### src/rtl/fetch_stage.sv
// Instruction fetch stage: PC register, delayed-branch redirect, IF/ID pipeline
// register with misaligned-fetch flagging, and a saturating stall counter.
module fetch_stage #(
    parameter logic [31:0] RESET_PC = 32'h0000_3000
) (
    input  logic        clk,
    input  logic        reset,
    input  logic        stall,
    input  logic        jump_sel,
    input  logic [31:0] npc,
    input  logic        annul,
    input  logic [31:0] instr_in,
    output logic [31:0] pc_out,
    output logic [31:0] instr_d,
    output logic [31:0] pc8_d,
    output logic        valid_d,
    output logic        adel_d,
    output logic [31:0] stall_cnt
);

    localparam int unsigned XLEN = 32;
    localparam logic [XLEN-1:0] CNT_MAX = {XLEN{1'b1}};

    logic [XLEN-1:0] pc_q;
    logic [XLEN-1:0] pc_nxt;
    logic [XLEN-1:0] instr_nxt;
    logic [XLEN-1:0] pc8_nxt;
    logic            valid_nxt;
    logic            adel_nxt;
    logic [XLEN-1:0] stall_cnt_nxt;
    logic            misaligned;

    // PC feeds instruction memory straight from the register, so no
    // control input has a combinational path to pc_out.
    assign pc_out     = pc_q;
    assign misaligned = (pc_q[1:0] != 2'b00);

    // Next-state for PC, IF/ID and the stall counter.
    always_comb begin
        pc_nxt        = pc_q;
        instr_nxt     = instr_d;
        pc8_nxt       = pc8_d;
        valid_nxt     = valid_d;
        adel_nxt      = adel_d;
        stall_cnt_nxt = stall_cnt;

        if (stall) begin
            stall_cnt_nxt = (stall_cnt == CNT_MAX) ? stall_cnt : stall_cnt + XLEN'(1);
        end else begin
            // Delay slot enters IF/ID on the same edge PC takes the target.
            pc_nxt  = jump_sel ? npc : pc_q + XLEN'(4);
            pc8_nxt = pc_q + XLEN'(8);
            if (annul) begin
                instr_nxt = '0;
                valid_nxt = 1'b0;
                adel_nxt  = 1'b0;
            end else begin
                instr_nxt = misaligned ? '0 : instr_in;
                valid_nxt = 1'b1;
                adel_nxt  = misaligned;
            end
        end
    end

    always_ff @(posedge clk or posedge reset) begin
        if (reset) begin
            pc_q      <= RESET_PC;
            instr_d   <= '0;
            pc8_d     <= '0;
            valid_d   <= 1'b0;
            adel_d    <= 1'b0;
            stall_cnt <= '0;
        end else begin
            pc_q      <= pc_nxt;
            instr_d   <= instr_nxt;
            pc8_d     <= pc8_nxt;
            valid_d   <= valid_nxt;
            adel_d    <= adel_nxt;
            stall_cnt <= stall_cnt_nxt;
        end
    end

endmodule
### config.mk
export PLATFORM = sky130hd
export DESIGN_NAME = fetch_stage
export DESIGN_NICKNAME = d
export VERILOG_FILES = /design/src/rtl/fetch_stage.sv
export SDC_FILE = /design/constraint.sdc
export NUM_CORES = 1
export LEC_CHECK = 0
export ABC_AREA = 1
export BUFFER_PORTS_ARGS = -buffer_cell sky130_fd_sc_hd__buf_2
export CORE_MARGIN = 3
export CORE_UTILIZATION = 24
export CTS_CLUSTER_DIAMETER = 40
export DETAILED_ROUTE_END_ITERATION = 8
export PLACE_DENSITY_LB_ADDON = 0.3
export SYNTH_ARGS = -nofsm -noshare
export SYNTH_HDL_FRONTEND = slang
export SYNTH_SLANG_ARGS = --single-unit
### constraint.sdc
create_clock -name clk -period 11.6 [get_ports clk]
set_clock_uncertainty 0.2 [all_clocks]
set_input_delay 1.16 -clock clk [delete_from_list [all_inputs] [get_ports clk]]
set_output_delay 1.16 -clock clk [all_outputs]
set_load 0.01 [all_outputs]
==> flow_summary.yaml, run 1 <==
yosys:
  synth_seq_cells: 130
  synth-seq-area-share: 0.452
  postSynthCellCount: 989
  syn_area_um2: 7200
  synth_cell_type_count: 38
  syn-mean-instance-area_um2: 7.28
  synthesis.yosys.warnings: 0
  synth_nets: 1061
min_path:
  min-delay-path-class: "reg -> reg"
  timing.hold.worst.start: "pc8_d[10]"
critical_path:
  critical_path.max_stage_delay_ns: 0.64
  launching_point_of_the_worst_reg2reg_path: "stall_cnt[0]"
  worstPathRequired_ns: 11.72
  worst_path_max_delay_cell: "sky130_fd_sc_hd__buf_4"
  criticalPathCategory: "in -> reg"
  cp-start-kind: "primary input"
  crit_path_to: "pc_out[31]"
  path_cells: "buf_4, buf_4, nor2_2, buf_4, inv_1, nand2_1, nand2_1, nand2_1"
  critPathLaunch: "stall"
  critical_path.endpoint_type: "flop"
  r2r-end: "stall_cnt[26]"
  rrSetupSlack_ns: 9.12
  worstPathArrival_ns: 3.03
  worstPathMaxFanout: 69
  worst_r2r_path_depth: 10
clock_network:
  clock_tree.buffer_depth: 2
  number_of_clock_sinks_seen_by_cts: 130
  number_of_clock_buffers_inserted_by_tritoncts: 17
  clkTransAtPathRegs_ns: 0.07
  cts_tree: "built"
  clock_latency_ns: 0.42
  htree_levels: 4
  cts-root-buf: "sky130_fd_sc_hd__clkbuf_16"
  cts_hold_repair.buffers: 0
  cts-resized-gates: 0
  postCtsSetupRepairBufs: 0
timing:
  timing.slew.headroom: 0.361
  final.min_clock_period_ns: 2.91
  worst_slew_pin_slew_ns: 0.959
  postLayoutSetupSlackWorst_ns: 8.69
  final-setup-viol-count: 0
  final_cycle_utilization_of_the_critical_path: 0.251
  final-hold-violation-count: 0
  grt_setup_unrepaired: "no"
  slew_violations: 0
  fin_tns_setup_ns: 0
  maxClockFrequency_mhz: 343
cells_and_area:
  multi_input_area_um2: 3500
  final_design_area_no_fill_um2: 9180
  n_fill_cell: 3220
  antenna_diodes: 0
  layout.cells.non_filler: 1578
  syn2layout_area_growth_pct: 27.5
  sequential_cell_area_um2: 3260
  drive_gt1_frac: 0.219
  num-nets-final: 1253
placed_design:
  preCtsSetupSlack_ns: 8.21
  place_area_um2: 8570
  finalWeightedCongestion: 0.836
  placed_cells: 1546
  port_buffers: 198
  placed_wire_length_estimate_after_detailed_placement_mm: 18.2
floorplan:
  die_h_um: 179
  dieArea_um2: 32100
  ioPinCount: 199
  die-width_um: 179
  fp.coreArea_um2: 29200
  initial_core_util: 0.247
  fp-row-count: 62
global_route:
  grt_pass1_wl_mm: 38.6
  first_global_vias: 6900
  global_route.overflow_total: 0
  antenna_found_initial: 1
  grt_start_max_net_pins: 70
  global_route.usage.total: 0.155
power:
  power-per-cell-area_nw_per_um2: 155
  power_leakage_nw: 4.53
  ir_worst_vdd_mv: 0.0909
detailed_routing:
  remaining_drc_errors: 0
  postRouteWirelength_mm: 24.9
  detail-route-antenna-nets: 0
  dr_total_vias: 7261
  detailedRoute.firstIterationViolations: 491
  first_pass_iters: 5
  post_drt_via_cell_ratio: 4.60
  wl_per_cell_um: 15.8
job:
  max_cap_viol_count: 0
outcome:
  outcome: "finished, final reports clean"
-- sequential cells by signal (all words and copies together), names as in the netlist --
| signal | count |
|---|---|
| instr_d | 32 |
| pc8_d | 32 |
| pc_out | 32 |
| stall_cnt | 32 |
| adel_d | 1 |
| valid_d | 1 |
-- layout by cell type (no fill, tap or decap), types with 5 or more instances in the layout --
| master | netlist | routed |
|---|---|---|
| sky130_fd_sc_hd__a21oi_1 | 6 | 6 |
| sky130_fd_sc_hd__a32o_1 | 32 | 32 |
| sky130_fd_sc_hd__buf_2 | 7 | 197 |
| sky130_fd_sc_hd__buf_4 | 0 | 8 |
| sky130_fd_sc_hd__clkbuf_16 | 0 | 17 |
| sky130_fd_sc_hd__dfrtp_1 | 128 | 128 |
| sky130_fd_sc_hd__inv_1 | 71 | 70 |
| sky130_fd_sc_hd__inv_6 | 0 | 5 |
| sky130_fd_sc_hd__nand2_1 | 391 | 391 |
| sky130_fd_sc_hd__nand3_1 | 75 | 75 |
| sky130_fd_sc_hd__nand3b_1 | 9 | 9 |
| sky130_fd_sc_hd__nor2_1 | 130 | 128 |
| sky130_fd_sc_hd__nor2_2 | 8 | 10 |
| sky130_fd_sc_hd__nor3_1 | 5 | 5 |
| sky130_fd_sc_hd__o21ai_0 | 36 | 36 |
| sky130_fd_sc_hd__o21ai_1 | 8 | 8 |
| sky130_fd_sc_hd__xnor2_1 | 8 | 8 |
| sky130_fd_sc_hd__xor2_1 | 14 | 14 |
-- per-layer routing --
metal	up-vias	global-route usage	routed length, um
met3	25	0.0335	1450
met2	218	0.249	11800
li1	3567	-	-
met5	-	0	13
met1	3449	0.210	11300
met4	2	0.0399	365
-- area by class of cell --
type / instances / share of cell area
sequential: 130 / 0.355
clock inverter: 14 / 0.0192
multi-input combinational: 753 / 0.381
tap: 384 / 0.0523
inverter: 74 / 0.0308
timing repair buffer: 205 / 0.114
clock buffer: 18 / 0.0478
-- how the worst min path moves through the flow --
stage / end / slack (ns) / depth (start not counted)
after global placement: pc8_d[30] / 0.26 / 2
after floorplan: pc8_d[4] / 0.32 / 2
after global routing: instr_d[27] / 0.29 / 1
after CTS: pc8_d[11] / 0.29 / 2
after detailed placement: pc8_d[28] / 0.26 / 2
final: pc8_d[10] / 0.28 / 2
-- per-stage QoR --
| stage | util | hold WS (ns) | power (W) |
|---|---|---|---|
| global placement | 0.294 | 0.262 | 0.000860 |
| global route | 0.315 | 0.294 | 0.00150 |
| floorplan | - | 0.315 | 0.000731 |
| finish | 0.315 | 0.278 | 0.00143 |
| CTS | 0.315 | 0.286 | 0.00144 |
| detailed placement | 0.294 | 0.261 | 0.000864 |
-- cells by family (layout without fill, tap and decap cells) --
kind of cell | after synthesis | after routing | share of synthesized area
and+or+nand+nor | 632 | 632 | 0.360
xor gates and xnor gates | 22 | 22 | 0.0268
AOI/OAI and AO/OA | 96 | 96 | 0.0932
adders and majority gates | 3 | 3 | 0.00521
buffers and inverters | 106 | 311 | 0.0622
DFF | 130 | 130 | 0.452
-- power by group --
group	total [W]	internal, W	switching (W)
Sequential	0.000580	0.000509	0.0000706
Combinational	0.000273	0.000101	0.000171
Clock	0.000573	0.000347	0.000226
Total	0.00143	0.000957	0.000468
-- synth_stat cells, drive strengths merged --
cell | count | area [um^2]
nand2 | 396 | 1500
nor2 | 142 | 592
dfrtp | 128 | 3200
nand3 | 75 | 375
inv | 73 | 274
o21ai | 44 | 220
a32o | 32 | 320
buf | 16 | 110
clkbuf | 16 | 60.1
xor2 | 14 | 123
nand3b | 9 | 67.6
xnor2 | 8 | 70.1
a21oi | 6 | 30.0
nor3 | 5 | 25.0
o211ai | 4 | 30.0
a31oi | 3 | 18.8
ha | 3 | 37.5
nand4 | 3 | 18.8
dfstp | 2 | 52.6
o22ai | 2 | 12.5
a211oi | 1 | 7.51
a22oi | 1 | 7.51
and2 | 1 | 6.26
clkinv | 1 | 3.75
nor4 | 1 | 6.26
o21bai | 1 | 7.51
o31ai | 1 | 7.51
o32ai | 1 | 8.76
-- worst max-delay path, delay by kind of cell --
family | cells | cell delay [ns]
buffers and inverters | 4 | 1.49
and+or+nand+nor | 4 | 0.29
No activity file was read; power rests on OpenSTA's default activity.
==> run 2: changes to the inputs <==
- ABC_AREA: 1 -> 0
- clock period: 11.6 -> 2.5 ns (I/O delays scaled with it)
==> run 2 against run 1 <==
- highest routed layer is now met4
- register-to-register slack worse by 8.9 ns
- critical path depth is 3 lower
- via count fell by 16%
- clock-buffer cell count grew 2
==> flow_summary.yaml, run 2 <==
critical_path:
  criticalPathCategory: "reg -> reg"
  rrSetupSlack_ns: 0.21
  worstPathArrival_ns: 2.45
  worstPathMaxFanout: 8
  launching_point_of_the_worst_reg2reg_path: "pc_out[13]"
  path_cells: "and4_1, nand3_4, or4_1, a21oi_1, o22a_1"
  worst_r2r_path_depth: 5
  worst_path_max_delay_cell: "sky130_fd_sc_hd__dfstp_2"
  critical_path.endpoint_type: "flop"
  worstPathRequired_ns: 2.66
  cp-start-kind: "flop"
  r2r-end: "pc_out[26]"
  critical_path.max_stage_delay_ns: 0.59
yosys:
  synthMostInstantiatedCell: "sky130_fd_sc_hd__dfrtp_1"
  syn_area_um2: 6530
  synth_nets: 727
  synth-edff-count: 0
  synth_seq_cells: 130
  synth_cell_type_count: 61
  async_reset_ff_frac: 1.00
  synth_top_area_cell: "sky130_fd_sc_hd__dfrtp_1"
  synth.top_cells.by_area: "sky130_fd_sc_hd__dfrtp_1 (49%), sky130_fd_sc_hd__a22o_1 (4.4%), sky130_fd_sc_hd__nand2_1 (4.2%)"
  syn-mean-instance-area_um2: 9.97
  postSynthCellCount: 655
  synth-seq-area-share: 0.498
  synth.top_cells.by_count: "sky130_fd_sc_hd__dfrtp_1 (128), sky130_fd_sc_hd__nand2_1 (73), sky130_fd_sc_hd__nor2_1 (43)"
  yosys_most_used_dff: "sky130_fd_sc_hd__dfrtp_1"
  synthesis.yosys.warnings: 0
  synth.top_cell.area_share: 0.490
detailed_routing:
  postRouteWirelength_mm: 22.0
  detailedRoute.firstIterationViolations: 322
  first_pass_iters: 5
  dr_total_vias: 6086
  post_drt_via_cell_ratio: 4.80
  remaining_drc_errors: 0
  detail-route-antenna-nets: 0
  wl_per_cell_um: 17.4
clock_network:
  cts-resized-gates: 0
  cts_hold_repair.buffers: 59
  clock_tree.buffer_depth: 2
  number_of_clock_buffers_inserted_by_tritoncts: 17
  clock_latency_ns: 0.42
  number_of_clock_sinks_seen_by_cts: 130
  clkTransAtPathRegs_ns: 0.06
  cts-root-buf: "sky130_fd_sc_hd__clkbuf_16"
  htree_levels: 4
  cts_tree: "built"
  postCtsSetupRepairBufs: 0
cells_and_area:
  layout_commonest_cell: "sky130_fd_sc_hd__buf_2"
  drive_gt1_frac: 0.305
  layout.cells.non_filler: 1267
  num-nets-final: 991
  antenna_diodes: 0
  n_fill_cell: 2749
  syn2layout_area_growth_pct: 40.0
  most_frequent_cells_in_the_layout: "sky130_fd_sc_hd__buf_2 (197), sky130_fd_sc_hd__dfrtp_1 (128), sky130_fd_sc_hd__nand2_1 (73), sky130_fd_sc_hd__dlygate4sd3_1 (59), sky130_fd_sc_hd__nor2_1 (43)"
floorplan:
  initial_core_util: 0.247
  fp.coreArea_um2: 26400
  dieArea_um2: 29200
  ioPinCount: 199
  die_h_um: 171
  fp-row-count: 59
  die-width_um: 171
timing:
  final_cycle_utilization_of_the_critical_path: 0.917
  final.min_clock_period_ns: 2.29
  worst_slew_pin_slew_ns: 0.746
  grt_setup_unrepaired: "no"
  slew_violations: 0
  maxClockFrequency_mhz: 436
  fin_tns_setup_ns: 0
  timing.slew.headroom: 0.501
  final-hold-violation-count: 0
  final-setup-viol-count: 0
global_route:
  first_global_vias: 6160
  global_route.usage.total: 0.150
  global_route.overflow_total: 0
  grt_pass1_wl_mm: 34.6
  grt_start_max_net_pins: 59
  antenna_found_initial: 0
placed_design:
  placed_wire_length_estimate_after_detailed_placement_mm: 15.7
  placed_cells: 1176
  port_buffers: 198
  finalWeightedCongestion: 0.806
job:
  max_cap_viol_count: 0
min_path:
  min-delay-path-class: "in -> reg"
  timing.hold.worst.start: "npc[21]"
  min_delay_path_depth: 3
  capture_endpoint_of_the_worst_hold_path: "pc_out[21]"
power:
  power-per-cell-area_nw_per_um2: 730
  ir_worst_vdd_mv: 0.342
  power_leakage_nw: 4.24
outcome:
  outcome: "finished, final reports clean"
-- run 2: cell types whose count changed in the layout (fill, tap and decap cells not counted), moves of 22 or more --
cell	previous run	this run
sky130_fd_sc_hd__nand2_1	391	73
sky130_fd_sc_hd__a22o_1	0	33
sky130_fd_sc_hd__nor3_1	5	27
sky130_fd_sc_hd__nand4_1	3	25
sky130_fd_sc_hd__a32o_1	32	0
sky130_fd_sc_hd__nor2_1	128	43
sky130_fd_sc_hd__dlygate4sd3_1	0	59
sky130_fd_sc_hd__inv_1	70	12
sky130_fd_sc_hd__buf_4	8	33
sky130_fd_sc_hd__nand3_1	75	23
sky130_fd_sc_hd__xnor2_1	8	31
-- run 2: through the flow --
step	hold slack [ns]	cell area (um^2)	total power [W]	worst slack, ns	util
floorplan	0.146	6540	0.00335	0.298	-
global placement	-0.0575	7920	0.00391	0.251	0.300
detailed placement	-0.0634	7920	0.00392	0.251	0.300
CTS	0.00714	9150	0.00677	0.228	0.346
global route	0.0281	9150	0.00705	0.0234	0.346
finish	0.0401	9150	0.00667	0.208	0.346
-- run 2: power breakdown --
part	switching (W)	total (W)	internal, W
clock network	0.00100	0.00273	0.00173
logic	0.000712	0.00129	0.000581
registers	0.000287	0.00265	0.00236
-- run 2: routing by layer --
layer,vias up,track usage,share of wire
li1,2919,-,-
met2,214,0.231,0.44
met5,-,0,0
met4,0,0.0434,0.015
met3,21,0.0453,0.070
met1,2932,0.206,0.47
-- run 2: cell type report --
| cell class | instances | area [um^2] | area share |
|---|---|---|---|
| clock buffer | 20 | 457 | 0.0499 |
| clock inverter | 12 | 179 | 0.0196 |
| inverter | 13 | 52.6 | 0.00575 |
| multi-input combinational | 467 | 2940 | 0.321 |
| sequential | 130 | 3260 | 0.356 |
| tap | 335 | 419 | 0.0458 |
| timing repair buffer | 290 | 1840 | 0.202 |
-- run 2: worst max-delay path: cells and delay by family, from the launching register on --
| family | cells | cell delay (ns) |
|---|---|---|
| simple gates | 3 | 1.15 |
| compound gates | 2 | 0.30 |
| flops | 1 | 0.59 |
-- run 2: worst max path at each step --
stage | start | end | slack (ns) | depth (start not counted)
floorplan | pc_out[3] | pc_out[31] | 0.30 | 6
global placement | stall_cnt[0] | stall_cnt[1] | 0.25 | 6
detailed placement | stall_cnt[0] | stall_cnt[1] | 0.25 | 6
CTS | pc_out[13] | pc_out[26] | 0.23 | 5
global route | stall_cnt[0] | stall_cnt[1] | 0.02 | 6
finish | pc_out[13] | pc_out[26] | 0.21 | 5
-- run 2: kinds of logic after synthesis --
family | Yosys count | share of synthesized area
adder cells (fa/ha/maj) | 3 | 0.00575
multiplexers | 8 | 0.0130
AND/OR/NAND/NOR | 250 | 0.203
XOR/XNOR | 52 | 0.0697
flip-flops | 130 | 0.498
buffers and inverters | 58 | 0.0527
AO/OA/AOI/OAI | 154 | 0.158
==> run 3: changes to the inputs <==
- RECOVER_POWER: not set -> 50
==> run 3 against run 2 <==
- via count shrank 0.43%
- critical path depth stayed put
- final area down 0.92%
- combinational power barely moved
- die area is the same
- utilization is 0.32 points lower
- cell count did not move
- critical endpoint unchanged
- largest power group unchanged
==> flow_summary.yaml, run 3 (synthesis gave the netlist of run 2 again) <==
critical_path:
  cp-start-kind: "flop"
  critical_path.max_stage_delay_ns: 0.59
  path_cells: "and4_1, nand3_4, or4_1, a21oi_1, o22a_1"
  worstPathRequired_ns: 2.66
  worstPathMaxFanout: 8
  worst_path_max_delay_cell: "sky130_fd_sc_hd__dfstp_2"
  criticalPathCategory: "reg -> reg"
  worstPathArrival_ns: 2.46
  critical_path.endpoint_type: "flop"
timing:
  final_cycle_utilization_of_the_critical_path: 0.919
  worst_slew_pin_slew_ns: 1.21
  slew_violations: 0
  maxClockFrequency_mhz: 435
  worst_hold_slack_ns: 0.0334
  final-hold-violation-count: 0
  timing.slew.headroom: 0.195
  final-setup-viol-count: 0
  fin_tns_setup_ns: 0
  grt_setup_unrepaired: "no"
  final.min_clock_period_ns: 2.30
detailed_routing:
  dr_total_vias: 6060
  detail-route-antenna-nets: 0
  postRouteWirelength_mm: 21.9
  first_pass_iters: 5
  detailedRoute.firstIterationViolations: 320
  remaining_drc_errors: 0
  wl_per_cell_um: 17.3
  post_drt_via_cell_ratio: 4.78
global_route:
  antenna_found_initial: 0
  grt_pass1_wl_mm: 34.6
  global_route.usage.total: 0.150
  grt_start_max_net_pins: 59
  global_route.overflow_total: 0
  first_global_vias: 6160
cells_and_area:
  most_frequent_cells_in_the_layout: "sky130_fd_sc_hd__buf_2 (141), sky130_fd_sc_hd__dfrtp_1 (128), sky130_fd_sc_hd__nand2_1 (73), sky130_fd_sc_hd__dlygate4sd3_1 (59), sky130_fd_sc_hd__clkbuf_1 (58)"
  layout_commonest_cell: "sky130_fd_sc_hd__buf_2"
  syn2layout_area_growth_pct: 38.7
  n_fill_cell: 2777
  drive_gt1_frac: 0.244
  num-nets-final: 991
  final_design_area_no_fill_um2: 9060
  antenna_diodes: 0
  post-route-util: 0.343
power:
  power-per-cell-area_nw_per_um2: 732
  ir_worst_vdd_mv: 0.344
  power_leakage_nw: 4.04
  combPwrFrac: 0.190
  clock_power_share: 0.410
  p_total_w: 0.00664
  seqPwrFrac: 0.400
  net-switching-power_w: 0.00200
  switching_share: 0.301
  internal_power_w: 0.00464
clock_network:
  number_of_clock_buffers_inserted_by_tritoncts: 17
  cts_tree: "built"
  cts-root-buf: "sky130_fd_sc_hd__clkbuf_16"
  number_of_clock_sinks_seen_by_cts: 130
  htree_levels: 4
  clkTransAtPathRegs_ns: 0.06
  clock_tree.buffer_depth: 2
  clock_latency_ns: 0.42
floorplan:
  die-width_um: 171
  initial_core_util: 0.247
  dieArea_um2: 29200
  fp.coreArea_um2: 26400
  ioPinCount: 199
  fp-row-count: 59
  die_h_um: 171
min_path:
  min-delay-path-class: "in -> reg"
placed_design:
  port_buffers: 198
  finalWeightedCongestion: 0.806
  placed_wire_length_estimate_after_detailed_placement_mm: 15.7
  place_area_um2: 7920
job:
  max_cap_viol_count: 0
outcome:
  outcome: "finished, final reports clean"
run 3: metrics by stage:
stage	instances	worst slack, ns
after detailed placement	1176	0.251
after CTS	1267	0.228
final	1267	0.203
after global routing	1267	0.0153
after global placement	1176	0.251
after floorplan	655	0.298
run 3: path summary, 6_finish.rpt:
kind | start | endpoint | slack [ns] | depth (start not counted)
min reg2reg | pc8_d[17] | pc8_d[17] | 0.28 | 2
max | pc_out[13] | pc_out[26] | 0.20 | 5
max reg2reg | pc_out[13] | pc_out[26] | 0.20 | 5
min | npc[21] | pc_out[21] | 0.03 | 3
max in group asynchronous | reset | instr_d[14] | 0.69 | 4
min in group asynchronous | reset | pc8_d[22] | 0.05 | 3
run 3: power groups by stage:
| stage | Sequential, W | Combinational [W] | Clock, W |
|---|---|---|---|
| after global placement | 0.00268 | 0.00123 | 0 |
| after detailed placement | 0.00268 | 0.00124 | 0 |
| after floorplan | 0.00274 | 0.000612 | 0 |
| after CTS | 0.00265 | 0.00131 | 0.00280 |
| after global routing | 0.00271 | 0.00140 | 0.00292 |
| final | 0.00265 | 0.00126 | 0.00272 |
run 3: layer usage:
layer / wire (um) / share of wire / vias up / GRT usage
met2: 9730 / 0.44 / 213 / 0.231
met5: 0 / 0 / - / 0
met1: 10300 / 0.47 / 2897 / 0.206
li1: - / - / 2925 / -
met3: 1550 / 0.070 / 25 / 0.0453
met4: 361 / 0.016 / 0 / 0.0434
run 3: cell type report:
type	instances	area, um^2	share of cell area
flip-flops and latches	130	3260	0.359
well taps	335	419	0.0463
repair buffers	290	1760	0.195
inverters	13	50.0	0.00552
multi-input cells	467	2940	0.324
clock inverters	12	179	0.0197
clock buffers	20	457	0.0504
run 3: critical path, delay by kind of cell (launching register included):
| family | cells | cell delay, ns |
|---|---|---|
| flops | 1 | 0.59 |
| compound gates | 2 | 0.30 |
| simple gates | 3 | 1.15 |
run 3: what timing repair did:
item | in CTS | in global routing
endpoints found under the setup margin | 0 | 0
endpoints found under the hold margin | 187 | 0
hold buffers | 59 | 0
gates resized for setup | 0 | 0
buffers inserted | 0 | 0
